## config.mk

```make
export PLATFORM = sky130hd
export DESIGN_NAME = tdm4_deframer
export DESIGN_NICKNAME = d
export VERILOG_FILES = /design/src/rtl/tdm4_deframer.sv
export SDC_FILE = /design/constraint.sdc
export NUM_CORES = 1
export LEC_CHECK = 0
export ABC_AREA = 1
export BUFFER_PORTS_ARGS = -buffer_cell sky130_fd_sc_hd__buf_2
export CORE_AREA = 3 3 82 84
export DETAILED_ROUTE_END_ITERATION = 6
export DIE_AREA = 0 0 85 87
export HOLD_SLACK_MARGIN = 0.15
export PLACE_DENSITY = 0.83
export RECOVER_POWER = 25
export SLEW_MARGIN = 10
export SYNTH_ARGS = -nofsm -noshare
export SYNTH_HDL_FRONTEND = slang
export SYNTH_SLANG_ARGS = --single-unit
```

## constraint.sdc

```tcl
create_clock -name clk -period 2 [get_ports clk]
set_clock_uncertainty 0.1 [all_clocks]
set_input_delay 0.4 -clock clk [delete_from_list [all_inputs] [get_ports clk]]
set_output_delay 0.4 -clock clk [all_outputs]
set_load 0.05 [all_outputs]
```

## src/rtl/tdm4_deframer.sv

```systemverilog
// Receive-side deframer for a 4-slot byte TDM link: SYNC, 4 slot bytes, XOR checksum.
// Slot bytes land in shadow registers and reach ch_* only when the frame's checksum matches.
//
// state | meaning
// HUNT  | searching for SYNC; non-SYNC bytes are dropped silently
// EXP   | a good frame just ended; the next byte must be SYNC
// S0-S3 | capturing slot bytes 0..3 into the shadow registers
// CHK   | comparing the checksum byte with the XOR of the shadows
module tdm4_deframer #(
    parameter logic [7:0] SYNC_BYTE   = 8'hA5,
    parameter int         LOCK_FRAMES = 2
) (
    input  logic       clk,
    input  logic       rst_n,
    input  logic [7:0] din,
    input  logic       din_valid,
    output logic [7:0] ch_w,
    output logic [7:0] ch_x,
    output logic [7:0] ch_y,
    output logic [7:0] ch_z,
    output logic       frame_valid,
    output logic       chk_err,
    output logic       sync_err,
    output logic       locked
);

    localparam logic [2:0] LOCK_CNT = 3'(LOCK_FRAMES);

    typedef enum logic [2:0] {
        ST_HUNT,
        ST_EXP,
        ST_S0,
        ST_S1,
        ST_S2,
        ST_S3,
        ST_CHK
    } state_t;

    state_t           r_state;
    state_t           w_state_nxt;
    logic [3:0][7:0]  r_sh;
    logic [7:0]       r_ch [4];
    logic [2:0]       r_good_cnt;
    logic [2:0]       w_cnt_inc;
    logic [7:0]       w_xor;
    logic             w_frame_ok;
    logic             w_chk_fail;
    logic             w_exp_miss;
    logic             r_frame_valid;
    logic             r_chk_err;
    logic             r_sync_err;
    logic             r_locked;

    assign w_xor     = r_sh[0] ^ r_sh[1] ^ r_sh[2] ^ r_sh[3];
    assign w_cnt_inc = (r_good_cnt < LOCK_CNT) ? r_good_cnt + 3'd1 : r_good_cnt;

    always_ff @(posedge clk or negedge rst_n) begin
        if (!rst_n) begin
            r_state <= ST_HUNT;
        end else begin
            r_state <= w_state_nxt;
        end
    end

    always_comb begin
        w_state_nxt = r_state;
        w_frame_ok  = 1'b0;
        w_chk_fail  = 1'b0;
        w_exp_miss  = 1'b0;
        if (din_valid) begin
            case (r_state)
                ST_HUNT: if (din == SYNC_BYTE) w_state_nxt = ST_S0;
                ST_EXP: begin
                    if (din == SYNC_BYTE) begin
                        w_state_nxt = ST_S0;
                    end else begin
                        w_state_nxt = ST_HUNT;
                        w_exp_miss  = 1'b1;
                    end
                end
                ST_S0: w_state_nxt = ST_S1;
                ST_S1: w_state_nxt = ST_S2;
                ST_S2: w_state_nxt = ST_S3;
                ST_S3: w_state_nxt = ST_CHK;
                ST_CHK: begin
                    if (din == w_xor) begin
                        w_state_nxt = ST_EXP;
                        w_frame_ok  = 1'b1;
                    end else begin
                        w_state_nxt = ST_HUNT;
                        w_chk_fail  = 1'b1;
                    end
                end
                default: w_state_nxt = ST_HUNT;
            endcase
        end
    end

    always_ff @(posedge clk or negedge rst_n) begin
        if (!rst_n) begin
            r_sh          <= '0;
            r_ch          <= '{default: 8'h00};
            r_good_cnt    <= 3'd0;
            r_locked      <= 1'b0;
            r_frame_valid <= 1'b0;
            r_chk_err     <= 1'b0;
            r_sync_err    <= 1'b0;
        end else begin
            r_frame_valid <= w_frame_ok;
            r_chk_err     <= w_chk_fail;
            // sync_err only flags a lost alignment, not an unlocked stray byte
            r_sync_err    <= w_exp_miss & r_locked;
            if (din_valid) begin
                case (r_state)
                    ST_S0:   r_sh[0] <= din;
                    ST_S1:   r_sh[1] <= din;
                    ST_S2:   r_sh[2] <= din;
                    ST_S3:   r_sh[3] <= din;
                    default: ;
                endcase
            end
            if (w_frame_ok) begin
                for (int k = 0; k < 4; k++) r_ch[k] <= r_sh[k];
                r_good_cnt <= w_cnt_inc;
                r_locked   <= (w_cnt_inc == LOCK_CNT);
            end else if (w_chk_fail || w_exp_miss) begin
                r_good_cnt <= 3'd0;
                r_locked   <= 1'b0;
            end
        end
    end

    assign ch_w        = r_ch[0];
    assign ch_x        = r_ch[1];
    assign ch_y        = r_ch[2];
    assign ch_z        = r_ch[3];
    assign frame_valid = r_frame_valid;
    assign chk_err     = r_chk_err;
    assign sync_err    = r_sync_err;
    assign locked      = r_locked;

endmodule

```

Yosys cells after proc, flatten, opt, wreduce, memory -nomap -nowiden
Index checks and enable logic that the tools add are counted.
{"block": "word_totals", "regBits": 74, "output_inout_bits": 36}
{"block": "op_classes", "n_mux": 18, "reduce_logical": 8, "n_eq_ne": 10, "order_cmp": 1, "bitwise": 4, "n_addsub": 1}
{"op": "8-bit bitwise XOR", "count": 3}
{"op": "3-bit case mux with 7 select lines", "count": 1}
{"op": "1-bit 2-to-1 mux", "count": 12}
{"op": "3-bit 2-to-1 mux", "count": 4}
{"op": "2-bit AND reduction", "count": 5}
{"op": "3-bit by 2-bit equality test with 1-bit output (second input constant)", "count": 3}
{"op": "3-bit equality test (second input constant)", "count": 3}
{"op": "8-bit equality test", "count": 1}
{"op": "8-bit equality test (second input constant)", "count": 1}
{"op": "3-bit by 1-bit adder with 3-bit output (second input constant)", "count": 1}
{"op": "3-bit by 1-bit equality test with 1-bit output (second input constant)", "count": 1}
{"op": "3-bit logical NOT", "count": 1}
{"op": "3-bit by 2-bit < comparator with 1-bit output (second input constant)", "count": 1}
{"op": "2-bit 2-to-1 mux", "count": 1}
{"op": "2-bit inequality test (second input constant)", "count": 1}
{"op": "2-bit nonzero test", "count": 1}
{"op": "1-bit bitwise AND", "count": 1}
{"op": "1-bit logical OR", "count": 1}

Depth between registers and ports, before layout
Gate-level depths: netlist of the first run.
{"block": "depth", "word_depth": 10, "depth_mapped": 16}

Worst setup path after synthesis of the first run
No wires, ideal clock.
{"block": "synth_timing", "kind": "input-to-reg", "start": "in din[5]", "end": "reg r_ch (netlist bit ch_w[2])", "arrival_time_ns": 1.453, "required_ns": 1.780, "setup_slack_ns": 0.327, "setup_time_ns": 0.120, "path_stages": 12, "cell_sequence": "inv_1 -> nand3_1 -> nand2_1 -> nand2_1 -> nand2_1 -> nand2_1 -> nor2_2 -> and2_4 -> nand2_8 -> buf_4 -> nand2_1 -> o21ai_2"}
{"block": "synth_via", "elab_chain_cells": 4}
{"item": "start: declaration", "line_no": "15", "source": "input logic [7:0] din,"}
{"item": "8-bit equality test", "line_no": "86", "source": "if (din == w_xor) begin"}
{"item": "1-bit 2-to-1 mux", "line_no": "86"}
{"item": "1-bit 2-to-1 mux", "line_no": "71", "source": "case (r_state)"}
{"item": "1-bit 2-to-1 mux", "line_no": "70", "source": "if (din_valid) begin"}
{"item": "end signal: assignment", "line_no": "102", "source": "r_ch <= '{default: 8'h00};"}
{"item": "end: declaration", "line_no": "42", "source": "logic [7:0] r_ch [4];"}
Every way passes these cells.
A chain may end at the register's enable or synchronous reset.

Worst setup path in the final report of the first run
{"block": "layout_timing", "start": "reg r_sh[24] (netlist bit)", "end": "reg r_ch (netlist bit ch_z[5])"}
{"block": "layout_via", "elab_chain_cells": 5}
{"item": "start: declaration", "line_no": "41", "source": "logic [3:0][7:0] r_sh;"}
{"item": "8-bit bitwise XOR", "line_no": "54", "source": "assign w_xor = r_sh[0] ^ r_sh[1] ^ r_sh[2] ^ r_sh[3];"}
{"item": "8-bit equality test", "line_no": "86"}
{"item": "1-bit 2-to-1 mux", "line_no": "86"}
{"item": "1-bit 2-to-1 mux", "line_no": "71"}
{"item": "1-bit 2-to-1 mux", "line_no": "70"}
Every way passes these cells.

==> out/qor.yml, run 1 <==
status: "finished clean"
hold_viol: 0
async_flop_share: 1.00
htree_levels: 3
die-area_um2: 7400
overflow: 0
maxSlewHeadroom: 0.295
muxShareOfSynthArea: 0
synth_xor_area_frac: 0.0207
power.density_nw_per_um2: 1280
start_kind: "flop"
fp-row-count: 28
die_h_um: 87
dp_hpwl_mm: 5.20
n_antenna_cell: 0
first_global_vias: 2834
drt_pass1_iterations: 5
vias: 2959
cap_violations: 0
drc_errors: 0
grt_max_degree: 44
fmaxAchievable_mhz: 526
ys_ff_latch: 74
antenna_found_initial: 0
yosysSeqAreaShare: 0.547
switchingPower_uw: 2030
placed_cell_area_um2: 3740
r2r_cells: 15
hold_depth: 2
drt-vias-per-instance: 5.25
fillers: 437
synth.top_cell.area_share: 0.547
hold_end: "r_state[1]$_DFFE_PN0P_"
cp_max_fo: 6
synth.distinct_cells: 29
synth_top_family_by_area: "simple AND/OR/NAND/NOR gates"
crit_required_ns: 2.16
tightest_slew_ns: 1.06
peakVddDrop_uv: 913
numPortBuffers: 46
syn-cell-area_um2: 3380
cts_tree: "built"
drt-initial-drc-count: 245
grt_pass1_wl_mm: 12.6
sw_frac_of_total: 0.379
worstSkewPairLatency_ns: 0.36
drive_above_1_share: 0.258
path_class: "reg -> reg"
multi_input_area_um2: 1340
cts_sinks: 74
clk_pin_slew_worst_paths_ns: 0.08
cts_max_path_buffers: 2
slew_violations: 0
setup_viol: 0
power.leakage_uw: 0.00232
synth_compound_area_frac: 0.0969
synth_edf_count: 0
r2r_start: "r_sh[24]$_DFFE_PN0P_"
syn-num-nets: 423
numCtsBuffers: 9
syn_inst: 411
layout_common_cells: "nand2_1, dfrtp_1, buf_2"
grt_usage: 0.220
wl_mm: 7.98
worst_setup_path_end_kind: "flop"
ys.flop_type: "dfrtp_1"
seqPwrFrac: 0.410
hp-start: "din_valid"
wl_per_cell_um: 14.1
gp_congestion: 0.943
period_needed_ns: 1.90
hold_slack_ns: 0.230
ff_latch_area_um2: 1850
p_int_uw: 3340
ios: 47
cp.arrival_ns: 2.06
area_growth_pct: 24.4
combPwrFrac: 0.329
die_w_um: 85
synth_fa_ha_area_frac: 0.00370
yosys.area_share.simple: 0.252
synth_largest_area_cell: "dfrtp_1"
hold_path.class: "in -> reg"
coreArea_um2: 5990
design_area_um2: 4210
start_util: 0.565
layout_commonest_cell: "nand2_1"
power.share.clock: 0.260
yosys_warnings: 0
root_buffer: "clkbuf_8"
power_uw: 5370
yosys-top-cells-area: "dfrtp_1, nand2_1, o21ai_0, inv_1, nand3_1"
route.antenna.remaining_nets: 0
r2r-end: "ch_z[5]$_DFFE_PN0P_"
r2r_slack_ns: 0.1
fin_crit_sh: 0.951
avgSynthCellArea_um2: 8.23
nNetsFinal: 496
fin_setup_tns_ns: 0
[how the worst max path moves through the flow]
stage | from | to | slack, ns
3_3_place_gp | din[5] | ch_z[4]$_DFFE_PN0P_ | 0.09
5_1_grt | r_sh[16]$_DFFE_PN0P_ | ch_z[4]$_DFFE_PN0P_ | -0.03
6_report | r_sh[24]$_DFFE_PN0P_ | ch_z[5]$_DFFE_PN0P_ | 0.1
4_1_cts | r_sh[27]$_DFFE_PN0P_ | ch_z[3]$_DFFE_PN0P_ | 0.07
2_1_floorplan | din[5] | ch_w[2]$_DFFE_PN0P_ | 0.33
3_5_place_dp | din[5] | ch_z[3]$_DFFE_PN0P_ | 0.006
[cell type report]
type,instances,share of cell area
clock inverters,6,0.0250
flip-flops and latches,74,0.440
inverters,48,0.0446
well taps,75,0.0223
multi-input cells,280,0.317
repair buffers,71,0.121
clock buffers,10,0.0303
[what timing repair did]
item                                    in CTS  in global routing
hold buffers                                 1                  0
hold endpoints to repair                    74                  0
endpoints found under the setup margin       0                 33
resized for setup                            0                 26
setup buffers                                0                  8
[registers in the layout (all words and copies together), names as in the netlist]
| register | count |
|---|---|
| ch_y | 8 |
| r_sh | 32 |
| ch_w | 8 |
| frame_valid | 1 |
| locked | 1 |
| r_good_cnt | 3 |
| chk_err | 1 |
| ch_z | 8 |
| ch_x | 8 |
| r_state | 3 |
| sync_err | 1 |
[cell families after synthesis]
kind of cell	count (synthesis)
and+or+nand+nor	210
xor gates and xnor gates	8
AOI/OAI and AO/OA	60
adders and majority gates	1
DFF	74
buffers and inverters	58
[synthesized netlist by cell type (all sizes together), types with 2 or more instances]
library cell,count
nand3,18
nor2,14
a21oi,5
o21ai,54
clkbuf,4
nand2,171
nand3b,2
buf,6
xor2,5
dfrtp,74
inv,46
clkinv,2
xnor2,3
[per-stage QoR]
stage	instances	utilization	setup WS (ns)
detailed placement	534	0.624	0.00617
global route	564	0.703	-0.0327
floorplan	411	-	0.327
finish	564	0.703	0.0985
global placement	534	0.624	0.0899
CTS	551	0.665	0.0676
[metal layers]
layer  part of all wire  wire, um  track usage
met1               0.42      3320        0.267
met2               0.50      3980        0.370
met3              0.061       487       0.0511
met4              0.025       196        0.109
met5                  0         0            0
[power groups by stage]
stage / sequential, uW / combinational, uW / clock, uW
floorplan: 2140 / 1200 / 0
global placement: 2170 / 1490 / 0
detailed placement: 2180 / 1550 / 0
CTS: 2160 / 1580 / 1400
global route: 2240 / 2060 / 1460
finish: 2200 / 1770 / 1400
[critical path, stage by stage (launching register included)]
cell,delay (ns)
dfrtp_1,0.40
inv_2,0.06
nand2_2,0.08
nand2_1,0.06
nand2_1,0.09
nand2_1,0.06
nand2_1,0.05
nand2_1,0.05
inv_2,0.05
nand2_2,0.05
nor2_4,0.12
and2_4,0.23
nand2_8,0.11
clkbuf_16,0.19
nand2_1,0.05
o21ai_1,0.06
No activity file was read; power rests on OpenSTA's default activity.
==> inputs of run 2 (changes only) <==
==> constraint.sdc (replaced) <==
create_clock -name clk -period 1.95 [get_ports clk]
set_clock_uncertainty 0.1 [all_clocks]
set_input_delay 0.39 -clock clk [delete_from_list [all_inputs] [get_ports clk]]
set_output_delay 0.39 -clock clk [all_outputs]
set_load 0.05 [all_outputs]
==> out/qor.yml, run 2 (synthesis gave the netlist of run 1 again) <==
status: "finished clean"  # unchanged
gp_congestion: 0.869  # was 0.943
route.antenna.remaining_nets: 0  # unchanged
crit_top_cell: "nand2_1"  # unchanged
antenna_found_initial: 0  # unchanged
dpl_worst_slack_ns: 0.0147  # was 0.00617 ns
cts_max_path_buffers: 2  # unchanged
wl_mm: 8.20  # was 7.98 mm
die_w_um: 85  # unchanged
numPortBuffers: 46  # unchanged
path_class: "reg -> reg"  # unchanged
root_buffer: "clkbuf_8"  # unchanged
cap_violations: 0  # unchanged
power.leakage_uw: 0.00227  # was 0.00232 uW
layout_commonest_cell: "nand2_1"  # unchanged
start_util: 0.565  # unchanged
power.density_nw_per_um2: 1220  # was 1280 nW/um2
r2r_start: "r_sh[27]$_DFFE_PN0P_"  # was r_sh[24]$_DFFE_PN0P_
critPathBufInv: 2  # was 3
grt_max_degree: 57  # was 44
numCtsBuffers: 9  # unchanged
critical_path.startpoint: "r_sh[27]$_DFFE_PN0P_"  # was r_sh[24]$_DFFE_PN0P_
worstSkewPairLatency_ns: 0.34  # was 0.36 ns
critPathMaxStageDelay_ns: 0.42  # was 0.40 ns
fin_util: 0.694  # was 0.703
path_delay_family: "simple AND/OR/NAND/NOR gates"  # unchanged
fmaxAchievable_mhz: 516  # was 526 MHz
worst_setup_path_end_kind: "flop"  # unchanged
drt-initial-drc-count: 240  # was 245
hp-start: "din_valid"  # unchanged
cp_max_fo: 10  # was 6
grt_pass1_wl_mm: 12.7  # was 12.6 mm
cts_sinks: 74  # unchanged
grt_usage: 0.218  # was 0.220
timing.final.ws_setup_ns: 0.0129  # was 0.0985 ns
peakVddDrop_uv: 777  # was 913 uV
setup_viol: 0  # unchanged
clk_pin_slew_worst_paths_ns: 0.08  # about the same
rsz0062_at_grt: "yes"
slew_violations: 0  # unchanged
layout_common_cells: "nand2_1, dfrtp_1, buf_2"  # unchanged
drt-vias-per-instance: 5.34  # was 5.25
regMostFlops: "r_sh"  # unchanged
power_uw: 5050  # was 5370 uW
path_cells: "inv_2 -> nand2_2 -> nand2_1 -> nand2_1 -> nand2_1 -> nand2_1 -> nand2_1 -> nand2_1 -> nor2_2 -> and2_4 -> nand2_8 -> clkbuf_16 -> nand2_1 -> o21ai_1"  # was inv_2 -> nand2_2 -> nand2_1 -> nand2_1 -> nand2_1 -> nand2_1 -> nand2_1 -> inv_2 -> nand2_2 -> nor2_4 -> and2_4 -> nand2_8 -> clkbuf_16 -> nand2_1 -> o21ai_1
coreArea_um2: 5990  # unchanged
drc_errors: 0  # unchanged
n_antenna_cell: 0  # unchanged
vias: 2998  # was 2959
cpMaxStageDelayCell: "dfrtp_1"  # unchanged
tightest_slew_ns: 1.13  # was 1.06 ns
maxSlewHeadroom: 0.248  # was 0.295
ios: 47  # unchanged
drive_above_1_share: 0.253  # was 0.258
nNetsFinal: 493  # was 496
largest_register_ffs: 32  # unchanged
hold_path.class: "in -> reg"  # unchanged
dp_hpwl_mm: 5.25  # was 5.20 mm
start_kind: "flop"  # unchanged
fin_crit_sh: 0.993  # was 0.951
hold_viol: 0  # unchanged
fp-row-count: 28  # unchanged
crit_required_ns: 2.08  # was 2.16 ns
wl_per_cell_um: 14.6  # was 14.1 um
htree_levels: 3  # unchanged
drt_pass1_iterations: 5  # unchanged
area_growth_pct: 22.8  # was 24.4%
overflow: 0  # unchanged
period_needed_ns: 1.94  # was 1.90 ns
cp.arrival_ns: 2.07  # was 2.06 ns
fillers: 450  # was 437
first_global_vias: 2862  # was 2834
cts_tree: "built"  # unchanged
die-area_um2: 7400  # unchanged
die_h_um: 87  # unchanged
run 2: cell types whose count changed in the layout (fill, tap and decap cells not counted), moves of 3 or more:
| cell | delta |
|---|---|
| bufinv_16 | -3 |
| clkinvlp_4 | +3 |
| inv_1 | +6 |
| inv_2 | -7 |
| nand2_1 | -11 |
| nand2_2 | +6 |
| nand2_4 | +5 |
run 2: layer usage:
layer,share of wire,wire length (um),GRT usage,up-vias
met4,0.029,236,0.134,0
met2,0.49,4050,0.363,120
li1,-,-,-,1424
met1,0.42,3450,0.265,1425
met3,0.057,466,0.0397,29
met5,0,0,0,-
run 2: where the power goes:
part,switching [uW],internal (uW)
Sequential,351,1890
Clock,557,495
Combinational,1080,676
run 2: timing repair:
action,4_1_cts,5_1_grt
hold endpoints to repair,18,0
endpoints found under the setup margin,0,35
hold buffers,1,0
resized for setup,0,34
buffers inserted,0,5
run 2: through the flow:
step           cell area, um2  instances  TNS, ns  hold WS, ns
2_1_floorplan            3380        411        0     -0.00559
3_3_place_gp             3750        535        0        0.262
3_5_place_dp             3750        535        0        0.271
4_1_cts                  3930        552        0        0.225
5_1_grt                  4160        561    -2.93        0.251
6_report                 4160        561        0        0.244
run 2: cell type report:
type / instances / area (um2) / area share
Clock buffer: 12 / 145 / 0.0349
Clock inverter: 4 / 27.5 / 0.00662
Inverter: 48 / 185 / 0.0446
Multi-Input combinational cell: 279 / 1350 / 0.325
Sequential cell: 74 / 1850 / 0.446
Tap cell: 75 / 93.8 / 0.0226
Timing Repair Buffer: 69 / 502 / 0.121
run 2: final timing paths:
| check | to | slack [ns] | cells after the start |
|---|---|---|---|
| worst max-delay path | ch_z[5]$_DFFE_PN0P_ | 0.01 | 14 |
| worst max register to register | ch_z[5]$_DFFE_PN0P_ | 0.01 | 14 |
| worst min-delay path | r_state[1]$_DFFE_PN0P_ | 0.24 | 2 |
| max in group asynchronous | r_sh[9]$_DFFE_PN0P_ | 0.21 | 3 |
| min in group asynchronous | r_sh[30]$_DFFE_PN0P_ | 0.69 | 2 |
| worst min register to register | ch_x[3]$_DFFE_PN0P_ | 0.38 | 2 |
==> inputs of run 3 (changes only) <==
--- a/config.mk
+++ b/config.mk
@@ -6,7 +6,7 @@
 export NUM_CORES = 1
 export LEC_CHECK = 0
 export ABC_AREA = 1
-export BUFFER_PORTS_ARGS = -buffer_cell sky130_fd_sc_hd__buf_2
+export BUFFER_PORTS_ARGS = -buffer_cell sky130_fd_sc_hd__buf_4
 export CORE_AREA = 3 3 82 84
 export DETAILED_ROUTE_END_ITERATION = 6
 export DIE_AREA = 0 0 85 87
==> constraint.sdc (replaced) <==
create_clock -name clk -period 1.95 [get_ports clk]
set_clock_uncertainty 0.1 [all_clocks]
set_input_delay 0.585 -clock clk [delete_from_list [all_inputs] [get_ports clk]]
set_output_delay 0.585 -clock clk [all_outputs]
set_load 0.05 [all_outputs]
==> out/qor.yml, run 3 (synthesis gave the netlist of run 1 again) <==
status: "finished clean"  # unchanged
grt_usage: 0.210  # was 0.218
nNetsFinal: 499  # was 493
peakVddDrop_uv: 711  # was 777 uV
critPathMaxStageDelay_ns: 0.40  # was 0.42 ns
antenna_found_initial: 0  # unchanged
worst_setup_path_end_kind: "flop"  # unchanged
ios: 47  # unchanged
dp_hpwl_mm: 5.29  # was 5.25 mm
route.antenna.remaining_nets: 0  # unchanged
timing.final.ws_setup_ns: 0.0420  # was 0.0129 ns
drt-initial-drc-count: 254  # was 240
cp_max_fo: 8  # was 10
power.density_nw_per_um2: 1210  # was 1220 nW/um2
critPathBufInv: 2  # unchanged
drt-vias-per-instance: 5.30  # was 5.34
cts_max_path_buffers: 2  # unchanged
hold_depth: 2  # unchanged
p_int_uw: 3150  # was 3060 uW
die_w_um: 85  # unchanged
clk_pin_slew_worst_paths_ns: 0.08  # about the same
fin_crit_sh: 0.978  # was 0.993
numPortBuffers: 46  # unchanged
final-instance-count-excl-fill: 567  # was 561
cp.arrival_ns: 2.06  # was 2.07 ns
grt_pass1_wl_mm: 12.2  # was 12.7 mm
start_util: 0.565  # unchanged
cap_violations: 0  # unchanged
overflow: 0  # unchanged
largest_register_ffs: 32  # unchanged
cts_tree: "built"  # unchanged
hold_viol: 0  # unchanged
grt_max_degree: 36  # was 57
first_global_vias: 2710  # was 2862
design_area_um2: 4300  # was 4160 um2
path_delay_family: "simple AND/OR/NAND/NOR gates"  # unchanged
area_growth_pct: 27.1  # was 22.8%
die-area_um2: 7400  # unchanged
n_antenna_cell: 0  # unchanged
path_cells: "inv_1 -> nand2_1 -> nand2_1 -> nand2_1 -> nand2_1 -> o21ai_1 -> nand2_1 -> nand2_1 -> nor2_2 -> and2_4 -> nand2_8 -> clkbuf_16 -> nand2_1 -> o21ai_1"  # was inv_2 -> nand2_2 -> nand2_1 -> nand2_1 -> nand2_1 -> nand2_1 -> nand2_1 -> nand2_1 -> nor2_2 -> and2_4 -> nand2_8 -> clkbuf_16 -> nand2_1 -> o21ai_1
wl_per_cell_um: 14.3  # was 14.6 um
cpMaxStageDelayCell: "dfrtp_1"  # unchanged
setup_viol: 0  # unchanged
start_kind: "flop"  # unchanged
numCtsBuffers: 9  # unchanged
root_buffer: "clkbuf_8"  # unchanged
wl_mm: 8.10  # was 8.20 mm
place_inst: 544  # was 535
fillers: 429  # was 450
gp_congestion: 0.825  # was 0.869
cts_sinks: 74  # unchanged
drive_above_1_share: 0.274  # was 0.253
power.leakage_uw: 0.00230  # was 0.00227 uW
vias: 3006  # was 2998
path_class: "reg -> reg"  # unchanged
regMostFlops: "r_sh"  # unchanged
seqPwrFrac: 0.430  # was 0.443
placed_cell_area_um2: 3930  # was 3750 um2
switchingPower_uw: 2050  # was 1990 uW
layout_commonest_cell: "nand2_1"  # unchanged
htree_levels: 3  # unchanged
maxSlewHeadroom: 0.619  # was 0.248
crit_top_cell: "nand2_1"  # unchanged
rsz0062_at_grt: "yes"  # unchanged
tightest_slew_ns: 0.572  # was 1.13 ns
path_depth: 14  # unchanged
period_needed_ns: 1.91  # was 1.94 ns
fmaxAchievable_mhz: 524  # was 516 MHz
layout_common_cells: "nand2_1, dfrtp_1, buf_4"  # was nand2_1, dfrtp_1, buf_2
die_h_um: 87  # unchanged
sw_frac_of_total: 0.394  # about the same
drc_errors: 0  # unchanged
fp-row-count: 28  # unchanged
power.share.clock: 0.230  # was 0.208
combPwrFrac: 0.340  # was 0.348
coreArea_um2: 5990  # unchanged
crit_required_ns: 2.10  # was 2.08 ns
worstSkewPairLatency_ns: 0.36  # was 0.34 ns
dpl_worst_slack_ns: -0.123  # was 0.0147 ns
fin_util: 0.718  # was 0.694
slew_violations: 0  # unchanged
drt_pass1_iterations: 5  # unchanged
hold_path.class: "reg -> reg"  # was in -> reg
r2r_cells: 14  # unchanged
[run 3: cell types whose count changed in the layout (fill, tap and decap cells not counted), sizes merged]
cell,delta
clkinvlp,-1
clkbuf,-1
buf,+5
bufinv,+1
clkinv,+2
[run 3: worst paths after layout]
kind / endpoint / start / slack (ns)
setup / recovery: ch_y[7]$_DFFE_PN0P_ / r_sh[26]$_DFFE_PN0P_ / 0.04
setup reg to reg: ch_y[7]$_DFFE_PN0P_ / r_sh[26]$_DFFE_PN0P_ / 0.04
hold reg to reg: ch_w[1]$_DFFE_PN0P_ / ch_w[1]$_DFFE_PN0P_ / 0.39
hold / removal: ch_w[1]$_DFFE_PN0P_ / ch_w[1]$_DFFE_PN0P_ / 0.39
min in group asynchronous: ch_w[5]$_DFFE_PN0P_ / rst_n / 0.65
max in group asynchronous: r_sh[0]$_DFFE_PN0P_ / rst_n / 0.15
[run 3: final cells by class]
cell class | instances | area (um2) | share of cell area
clock inverters | 6 | 67.6 | 0.0157
inverters | 48 | 185 | 0.0431
flip-flops and latches | 74 | 1850 | 0.431
clock buffers | 10 | 128 | 0.0297
repair buffers | 75 | 623 | 0.145
well taps | 75 | 93.8 | 0.0218
multi-input cells | 279 | 1350 | 0.314
[run 3: what timing repair did]
item | CTS | global route
endpoints found under the hold margin | 22 | 0
hold buffers | 1 | 0
setup buffers | 0 | 3
resized for setup | 0 | 36
endpoints found under the setup margin | 0 | 34
[run 3: worst register-to-register path: stages (launching register included)]
cell and delay (ns):
dfrtp_1 0.40, inv_1 0.09, nand2_1 0.10, nand2_1 0.07, nand2_1 0.06, nand2_1 0.06
o21ai_1 0.07, nand2_1 0.06, nand2_1 0.06, nor2_2 0.13, and2_4 0.19, nand2_8 0.10
clkbuf_16 0.20, nand2_1 0.06, o21ai_1 0.05
[run 3: power by group through the flow]
stage                     registers (uW)  logic [uW]  clock network [uW]
final                               2240        1770                1200
after global routing                2290        2020                1280
after CTS                           2210        1660                1200
after detailed placement            2240        1640                   0
after global placement              2220        1570                   0
after floorplan                     2200        1230                   0
[run 3: layer usage]
metal / vias up / global-route usage / share of wire
met5: - / 0 / 0
met4: 0 / 0.102 / 0.025
met3: 19 / 0.0416 / 0.042
met2: 93 / 0.347 / 0.51
met1: 1455 / 0.265 / 0.43
li1: 1439 / - / -
[run 3: metrics by stage]
stage	hold WS (ns)	setup TNS [ns]	total power (uW)
detailed placement	0.366	-3.07	3880
global placement	0.365	-2.15	3790
global route	0.417	-2.78	5590
finish	0.389	0	5200
CTS	0.387	0	5070
floorplan	0.189	0	3430
